## config.mk

```make
export PLATFORM = sky130hd
export DESIGN_NAME = conv_window_gen_3x3
export DESIGN_NICKNAME = d
export VERILOG_FILES = /design/src/rtl/conv_pkg.sv /design/src/rtl/line_buffer_sr.sv /design/src/rtl/conv_window_gen_3x3.sv
export SDC_FILE = /design/constraint.sdc
export NUM_CORES = 1
export LEC_CHECK = 0
export CAP_MARGIN = 20
export CORE_MARGIN = 8
export CORE_UTILIZATION = 40
export CTS_BUF_LIST = sky130_fd_sc_hd__clkbuf_8
export CTS_CLUSTER_SIZE = 28
export DETAILED_ROUTE_END_ITERATION = 8
export HOLD_SLACK_MARGIN = 0.15
export SETUP_SLACK_MARGIN = 0.1
export SYNTH_ARGS = -nofsm -noshare
export SYNTH_HDL_FRONTEND = slang
export SYNTH_SLANG_ARGS = --single-unit
```

## constraint.sdc

```tcl
create_clock -name clk -period 6 [get_ports clk]
set_input_delay 1.5 -clock clk [delete_from_list [all_inputs] [get_ports clk]]
set_output_delay 1.5 -clock clk [all_outputs]
set_load 0.02 [all_outputs]
```

## src/rtl/conv_pkg.sv

```systemverilog
// Shared constants for the 3x3 window interface: pixel/window widths,
// counter width and tap slice positions of the packed window.
package conv_pkg;

    localparam int DATA_W = 16;
    localparam int WIN_W  = 9 * DATA_W;
    localparam int CNT_W  = 7;

    // Tap rc: r = window row (1 oldest line), c = window column (1 oldest pixel)
    localparam int TAP11_MSB = 143;
    localparam int TAP11_LSB = 128;
    localparam int TAP12_MSB = 127;
    localparam int TAP12_LSB = 112;
    localparam int TAP13_MSB = 111;
    localparam int TAP13_LSB = 96;
    localparam int TAP21_MSB = 95;
    localparam int TAP21_LSB = 80;
    localparam int TAP22_MSB = 79;
    localparam int TAP22_LSB = 64;
    localparam int TAP23_MSB = 63;
    localparam int TAP23_LSB = 48;
    localparam int TAP31_MSB = 47;
    localparam int TAP31_LSB = 32;
    localparam int TAP32_MSB = 31;
    localparam int TAP32_LSB = 16;
    localparam int TAP33_MSB = 15;
    localparam int TAP33_LSB = 0;

endpackage

```

## src/rtl/line_buffer_sr.sv

```systemverilog
// Enabled shift-register line buffer; dout is the sample shifted in DEPTH
// enables ago.
module line_buffer_sr #(
    parameter int DEPTH = 8,
    parameter int WIDTH = 16
) (
    input  logic             clk,
    input  logic             rst,
    input  logic             en,
    input  logic [WIDTH-1:0] din,
    output logic [WIDTH-1:0] dout
);

    logic [WIDTH-1:0] sr [DEPTH];

    always_ff @(posedge clk) begin
        if (rst) begin
            for (int unsigned i = 0; i < DEPTH; i++) begin
                sr[i] <= '0;
            end
        end else if (en) begin
            sr[0] <= din;
            for (int unsigned i = 1; i < DEPTH; i++) begin
                sr[i] <= sr[i-1];
            end
        end
    end

    assign dout = sr[DEPTH-1];

endmodule

```

## src/rtl/conv_window_gen_3x3.sv

```systemverilog
// Raster stream to 3x3 window generator (valid-only, no padding) feeding the
// convolution core with packed windows and output coordinates.
module conv_window_gen_3x3 #(
    parameter int IMG_WIDTH  = 8,
    parameter int IMG_HEIGHT = 8,
    parameter int DATA_W     = 16
) (
    input  logic                         clk,
    input  logic                         rst,
    input  logic                         pix_vsync,
    input  logic                         pix_href,
    input  logic [DATA_W-1:0]            pix_data,
    output logic                         matrix_vsync,
    output logic                         matrix_href,
    output logic [conv_pkg::CNT_W-1:0]   matrix_h_cnt,
    output logic [conv_pkg::CNT_W-1:0]   matrix_v_cnt,
    output logic [9*DATA_W-1:0]          fm_data
);

    import conv_pkg::*;

    logic [CNT_W-1:0]  in_x;
    logic [CNT_W-1:0]  in_y;
    logic              accept;
    logic [DATA_W-1:0] tap_y1;
    logic [DATA_W-1:0] tap_y2;
    logic [DATA_W-1:0] win [3][3];

    assign accept = pix_href && pix_vsync && (in_y < CNT_W'(IMG_HEIGHT));

    line_buffer_sr #(.DEPTH(IMG_WIDTH), .WIDTH(DATA_W)) u_lb0 (
        .clk  (clk),
        .rst  (rst),
        .en   (accept),
        .din  (pix_data),
        .dout (tap_y1)
    );

    line_buffer_sr #(.DEPTH(IMG_WIDTH), .WIDTH(DATA_W)) u_lb1 (
        .clk  (clk),
        .rst  (rst),
        .en   (accept),
        .din  (tap_y1),
        .dout (tap_y2)
    );

    always_ff @(posedge clk) begin
        if (rst) begin
            in_x         <= '0;
            in_y         <= '0;
            matrix_vsync <= 1'b0;
            matrix_href  <= 1'b0;
            matrix_h_cnt <= '0;
            matrix_v_cnt <= '0;
        end else begin
            matrix_vsync <= pix_vsync;
            matrix_href  <= accept && (in_x >= CNT_W'(2)) && (in_y >= CNT_W'(2));
            if (!pix_vsync) begin
                in_x <= '0;
                in_y <= '0;
            end else if (accept) begin
                if (in_x == CNT_W'(IMG_WIDTH - 1)) begin
                    in_x <= '0;
                    in_y <= in_y + CNT_W'(1);
                end else begin
                    in_x <= in_x + CNT_W'(1);
                end
            end
            if (accept) begin
                matrix_h_cnt <= in_x - CNT_W'(2);
                matrix_v_cnt <= in_y - CNT_W'(2);
            end
        end
    end

    // Window registers double as the fm_data output register: column 0 oldest
    always_ff @(posedge clk) begin
        if (rst) begin
            for (int unsigned r = 0; r < 3; r++) begin
                for (int unsigned c = 0; c < 3; c++) begin
                    win[r][c] <= '0;
                end
            end
        end else if (accept) begin
            for (int unsigned r = 0; r < 3; r++) begin
                win[r][0] <= win[r][1];
                win[r][1] <= win[r][2];
            end
            win[0][2] <= tap_y2;
            win[1][2] <= tap_y1;
            win[2][2] <= pix_data;
        end
    end

    always_comb begin
        fm_data = '0;
        fm_data[TAP11_MSB:TAP11_LSB] = win[0][0];
        fm_data[TAP12_MSB:TAP12_LSB] = win[0][1];
        fm_data[TAP13_MSB:TAP13_LSB] = win[0][2];
        fm_data[TAP21_MSB:TAP21_LSB] = win[1][0];
        fm_data[TAP22_MSB:TAP22_LSB] = win[1][1];
        fm_data[TAP23_MSB:TAP23_LSB] = win[1][2];
        fm_data[TAP31_MSB:TAP31_LSB] = win[2][0];
        fm_data[TAP32_MSB:TAP32_LSB] = win[2][1];
        fm_data[TAP33_MSB:TAP33_LSB] = win[2][2];
    end

endmodule
```

=== Word-level counts from Yosys, hierarchy flattened ===
Memories as Yosys holds them, arrays and structs flattened.
Index checks and enable logic that the tools add are counted.

* Register bits after elaboration: 30
* Bits in latches: 0
* RAM bits: 400
* ROM bits: 0
* Bits of input ports: 20
* Output and inout port bits: 160
* Memories kept: 3

* Add/sub/neg operators: 4
* Multipliers: 0
* Div/mod/pow operators: 0
* Magnitude comparators: 3
* Equal/unequal tests: 1
* Shifts and indexed selects: 0
* Multiplexer cells: 31
* Bitwise gates (word level): 26
* Reduce and logical (&&, ||, !) cells: 6

{| class="wikitable"
|+ Memories
! memory !! words !! width !! rd ports !! clocked after Yosys merged registers in !! wr ports !! RTL line !! RTL
|-
| win || 3 || 48 || 3 || 0 || 3 || conv_window_gen_3x3.sv:27 || <nowiki>logic [DATA_W-1:0] win [3][3];</nowiki>
|-
| u_lb0.sr || 8 || 16 || 8 || 0 || 8 || line_buffer_sr.sv:14 || <nowiki>logic [WIDTH-1:0] sr [DEPTH];</nowiki>
|-
| u_lb1.sr || 8 || 16 || 8 || 0 || 8 || line_buffer_sr.sv:14 ||
|}

{| class="wikitable"
|+ Operators with widths
! cell !! number
|-
| 16-bit 2-to-1 mux || 25
|-
| 1-bit OR || 25
|-
| 7-bit by 1-bit adder with 7-bit output (second input constant) || 2
|-
| 7-bit by 2-bit >= comparator with 1-bit output (second input constant) || 2
|-
| 7-bit by 2-bit subtractor with 7-bit output (second input constant) || 2
|-
| 7-bit by 3-bit == test with 1-bit output (second input constant) || 1
|-
| 7-bit by 4-bit less-than comparator with 1-bit output (second input constant) || 1
|-
| 7-bit 2-to-1 mux || 1
|-
| 1-bit 2-to-1 mux || 5
|-
| 1-bit logical AND || 4
|-
| 2-bit AND reduction || 1
|-
| 2-bit OR reduction || 1
|-
| 1-bit inverter || 1
|}

=== Depth between registers and ports, before layout ===
* Depth in word-level cells: 6
* Depth in mapped cells: 5
* Gate-level depth less buffers: 5

=== Hierarchy ===
A second synthesis with hierarchy kept.

* Cell total of the unflattened synthesis: 1,052
* Area total of the unflattened synthesis: 17,128.9 um2

{| class="wikitable"
|+ By module, submodules not included
! module !! instances !! cells each !! area an instance (um2)
|-
| line_buffer_sr || 2 || 297 || 5,177.5
|-
| conv_window_gen_3x3 || 1 || 458 || 6,774.0
|}

=== Worst setup path before layout ===
No wires, ideal clock.

* Path kind: input port to flip-flop
* Start: input port pix_vsync
* End: memory u_lb0.sr[1][15], in the netlist u_lb0.sr[0][31] (enable)
* Library setup time: 0.541 ns
* Arrival time: 5.536 ns
* Path slack: -0.077 ns
* Cell stages on the path: 3
* Cell sequence: nand3b_1 > nor2_1 > or2_2

{| class="wikitable"
|+ RTL lines
! element !! RTL line !! RTL
|-
| start: declaration || conv_window_gen_3x3.sv:10 || <nowiki>input logic pix_vsync,</nowiki>
|-
| end: declaration || line_buffer_sr.sv:14 ||
|}

==> run_results.csv <==
group,metric,value,unit
run_status,status,"complete, no violations",
sta,fin_skew,17.6,ps
pwr,p_switching,1.11,mW
pwr,seq_power_share,56.0,%
sta,rsz0062_at_grt,"false",
pwr,switching_share,22.8,%
yosys,async_flop_share,0,%
drt,drt.antenna.violating_nets,0,
cts,cts_tree,"built",
place,port_buffers,179,
pwr,combPwrFrac,7.7,%
pwr,power,4.88,mW
pwr,peakVddDrop,0.161,mV
worst_setup_path,setup.worst_path.end_class,"flop",
floorplan,rows,67,
drt,vias,6627,
grt,overflow,0,
sta,finalHoldViolations,0,
drt,drc,0,
cts,cts_sinks,334,
sta,slew_violations,0,
worst_setup_path,cp.required,6190,ps
yosys,ys_warn_count,0,
yosys,synth_ff_type,"edfxtp_1",
drt,drtIter0Drc,362,
worst_setup_path,start_kind,"input port",
pwr,power.leakage,5.94,nW
sta,max_slew_margin,27.9,%
grt,grt_pass1_wl,35400,µm
worst_setup_path,rrSetupSlack,2930,ps
worst_setup_path,r2r_cells,4,
drt,first_pass_iters,4,
sta,min_period,4150,ps
cts,cts_buffer_depth,3,
drt,via_per_inst,4.46,
cts,clk_pin_slew,50,ps
yosys,ys_types,52,
worst_setup_path,crit_type,"input port to flop",
sta,finalSetupTns,0,ps
flow_run,max-cap-violations,0,
pwr,p_int,3.77,mW
finish,fillerInstances,2937,
cts,cts_buffers,57,
cts,root_buffer,"clkbuf_8",
finish,fin_nets,1027,
grt,grtUsageTotal,11.1,%
yosys,syn_nets,922,
grt,first_global_vias,6713,
worst_setup_path,crit_arrival,4340,ps
grt,antenna_found_initial,0,
floorplan,die_width,199,µm
worst_setup_path,crit_chain,"clkdlybuf4s50_1 > nand3b_1 > nor2_1 > or2_4 > buf_12",
pwr,p_per_area,307,mW/mm²
worst_setup_path,max_stage_delay,720,ps
yosys,synth_edf_count,304,
yosys,synth_seq_area_share,72.7,%
worst_setup_path,rr_endpoint,"u_lb1.sr[0][78]",
sta,holdWs,470,ps
drt,wl_per_cell,15.0,µm
sta,worstMarginPinSlew,1080,ps
yosys,yosys_register_bits,334,
yosys,syn_inst,894,
worst_setup_path,crit_end,"u_lb1.sr[0][78]",
worst_setup_path,crit_fanout,103,
worst_setup_path,reg2reg_from,"in_y[6]",
cts,cts_resized,0,
cts,post-cts-setup-buffers,0,
finish,drive_gt1_share,7.91,%
floorplan,core_area,0.0333,mm²
cts,cts.hold.buffers_added,0,
pwr,p_clk_share,36.3,%
floorplan,die_h,199,µm
floorplan,die_area,0.0396,mm²
worst_setup_path,cp-startpoint,"pix_href",
sta,final-setup-viol-count,0,
place,dp_cells,1388,
worst_setup_path,critPathSlowestCell,"nor2_1",
finish,num_antenna_cells,0,
yosys,syn_area_per_cell,15.0,µm²
place,gp_congestion,0.749,
drt,drt-total-wl,22300,µm
finish,fin_cells,1485,
floorplan,ios,180,
sta,period_share,69.1,%
cts,clock_latency,570,ps
grt,grt_max_degree,104,
finish,syn_to_final_growth,18.8,%
floorplan,initial_core_util,40.2,%
hold_path,min_path_type,"flop to flop",
sta,max_clock_freq,0.241,GHz
cts,htreeDepth,2,
yosys,netlist_area,0.0134,mm²
place,dpl.hpwl,13000,µm
-- critical path, delay by kind of cell --
family	cells	cell delay [ps]
simple gates	3	1740
buf+inv	2	970
-- through the flow --
step / worst slack, ps / instance area [µm²] / utilization [%]
final: 1850 / 15900 / 47.8
after global routing: 1680 / 15900 / 47.8
after CTS: 1900 / 15900 / 47.8
after detailed placement: 1270 / 14900 / 44.9
after global placement: 1380 / 14900 / 44.9
after floorplan: 1440 / 13400 / -
-- power by group through the flow --
stage / sequential, mW / clock (mW) / combinational (mW)
5_1_grt: 2.75 / 1.95 / 0.404
3_3_place_gp: 2.78 / 0 / 0.381
3_5_place_dp: 2.78 / 0 / 0.384
6_report: 2.73 / 1.77 / 0.375
4_1_cts: 2.74 / 1.86 / 0.385
2_1_floorplan: 2.81 / 0 / 0.218
-- cells by family after synthesis --
logic type | after synthesis | synth area share, %
and+or+nand+nor | 351 | 16.6
adders and majority gates | 8 | 0.748
xor gates and xnor gates | 4 | 0.262
buffers and inverters | 148 | 7.22
muxes | 4 | 0.299
AOI/OAI and AO/OA | 45 | 2.17
DFF | 334 | 72.7
-- state kept, by name, indices dropped and copies added (netlist names), 7 cells and up --
name and cells:
u_lb0.sr 97, in_y 7, in_x 7, matrix_v_cnt 7
win 79, matrix_h_cnt 7, u_lb1.sr 128
-- layer usage --
metal	up-vias	wire length (µm)	track usage, %
li1	3216	-	-
met1	3177	9420	13.6
met2	184	9890	16.7
met3	50	2300	5.09
met4	0	669	4.47
met5	-	0	0
-- cells in the mapped netlist (all sizes together), types with 2 or more instances --
cell type,n,area (µm²)
or2,2,12.5
o31ai,3,22.5
and2,243,1520
nand2b,4,25.0
inv,8,30.0
ha,8,100
nand4,2,12.5
xnor2,3,26.3
edfxtp,304,9130
nor3,4,36.3
dfxtp,30,601
a211oi,8,60.1
clkbuf,38,166
o21a,2,15.0
or3,2,17.5
nand3,6,30.0
buf,102,771
o21ai,7,35.0
or4,3,22.5
nor2,2,7.51
mux2i,4,40.0
a21oi,16,80.1
nor2b,64,400
nand2,8,30.0
nor4,3,40.0
-- worst min-delay path by stage --
stage / startpoint / end / slack (ps) / cells past startpoint
2_1_floorplan: in_y[6] / in_y[6] / 450 / 1
3_3_place_gp: matrix_v_cnt[5] / matrix_v_cnt[5] / 470 / 1
3_5_place_dp: matrix_v_cnt[5] / matrix_v_cnt[5] / 470 / 1
4_1_cts: matrix_v_cnt[4] / matrix_v_cnt[4] / 470 / 2
5_1_grt: matrix_v_cnt[4] / matrix_v_cnt[4] / 490 / 2
6_report: matrix_v_cnt[4] / matrix_v_cnt[4] / 470 / 2
-- layout make-up --
class | count | area [µm²] | area share, %
timing repair buffer | 186 | 1920 | 12.0
sequential | 334 | 9730 | 61.2
tap | 448 | 561 | 3.52
clock inverter | 36 | 140 | 0.881
multi-input combinational | 412 | 2690 | 16.9
inverter | 8 | 30.0 | 0.189
clock buffer | 61 | 840 | 5.28
-- cells in the final DEF (no fill, tap or decap), drive strengths merged, types with 8 or more instances in the layout --
master	count
edfxtp	304
and2	243
clkdlybuf4s50	178
nor2b	64
clkbuf	61
inv	35
dfxtp	30
a21oi	16
a211oi	8
nand2	8
ha	8
clkinv	8
buf	8
(Power assumes the default switching activity.)
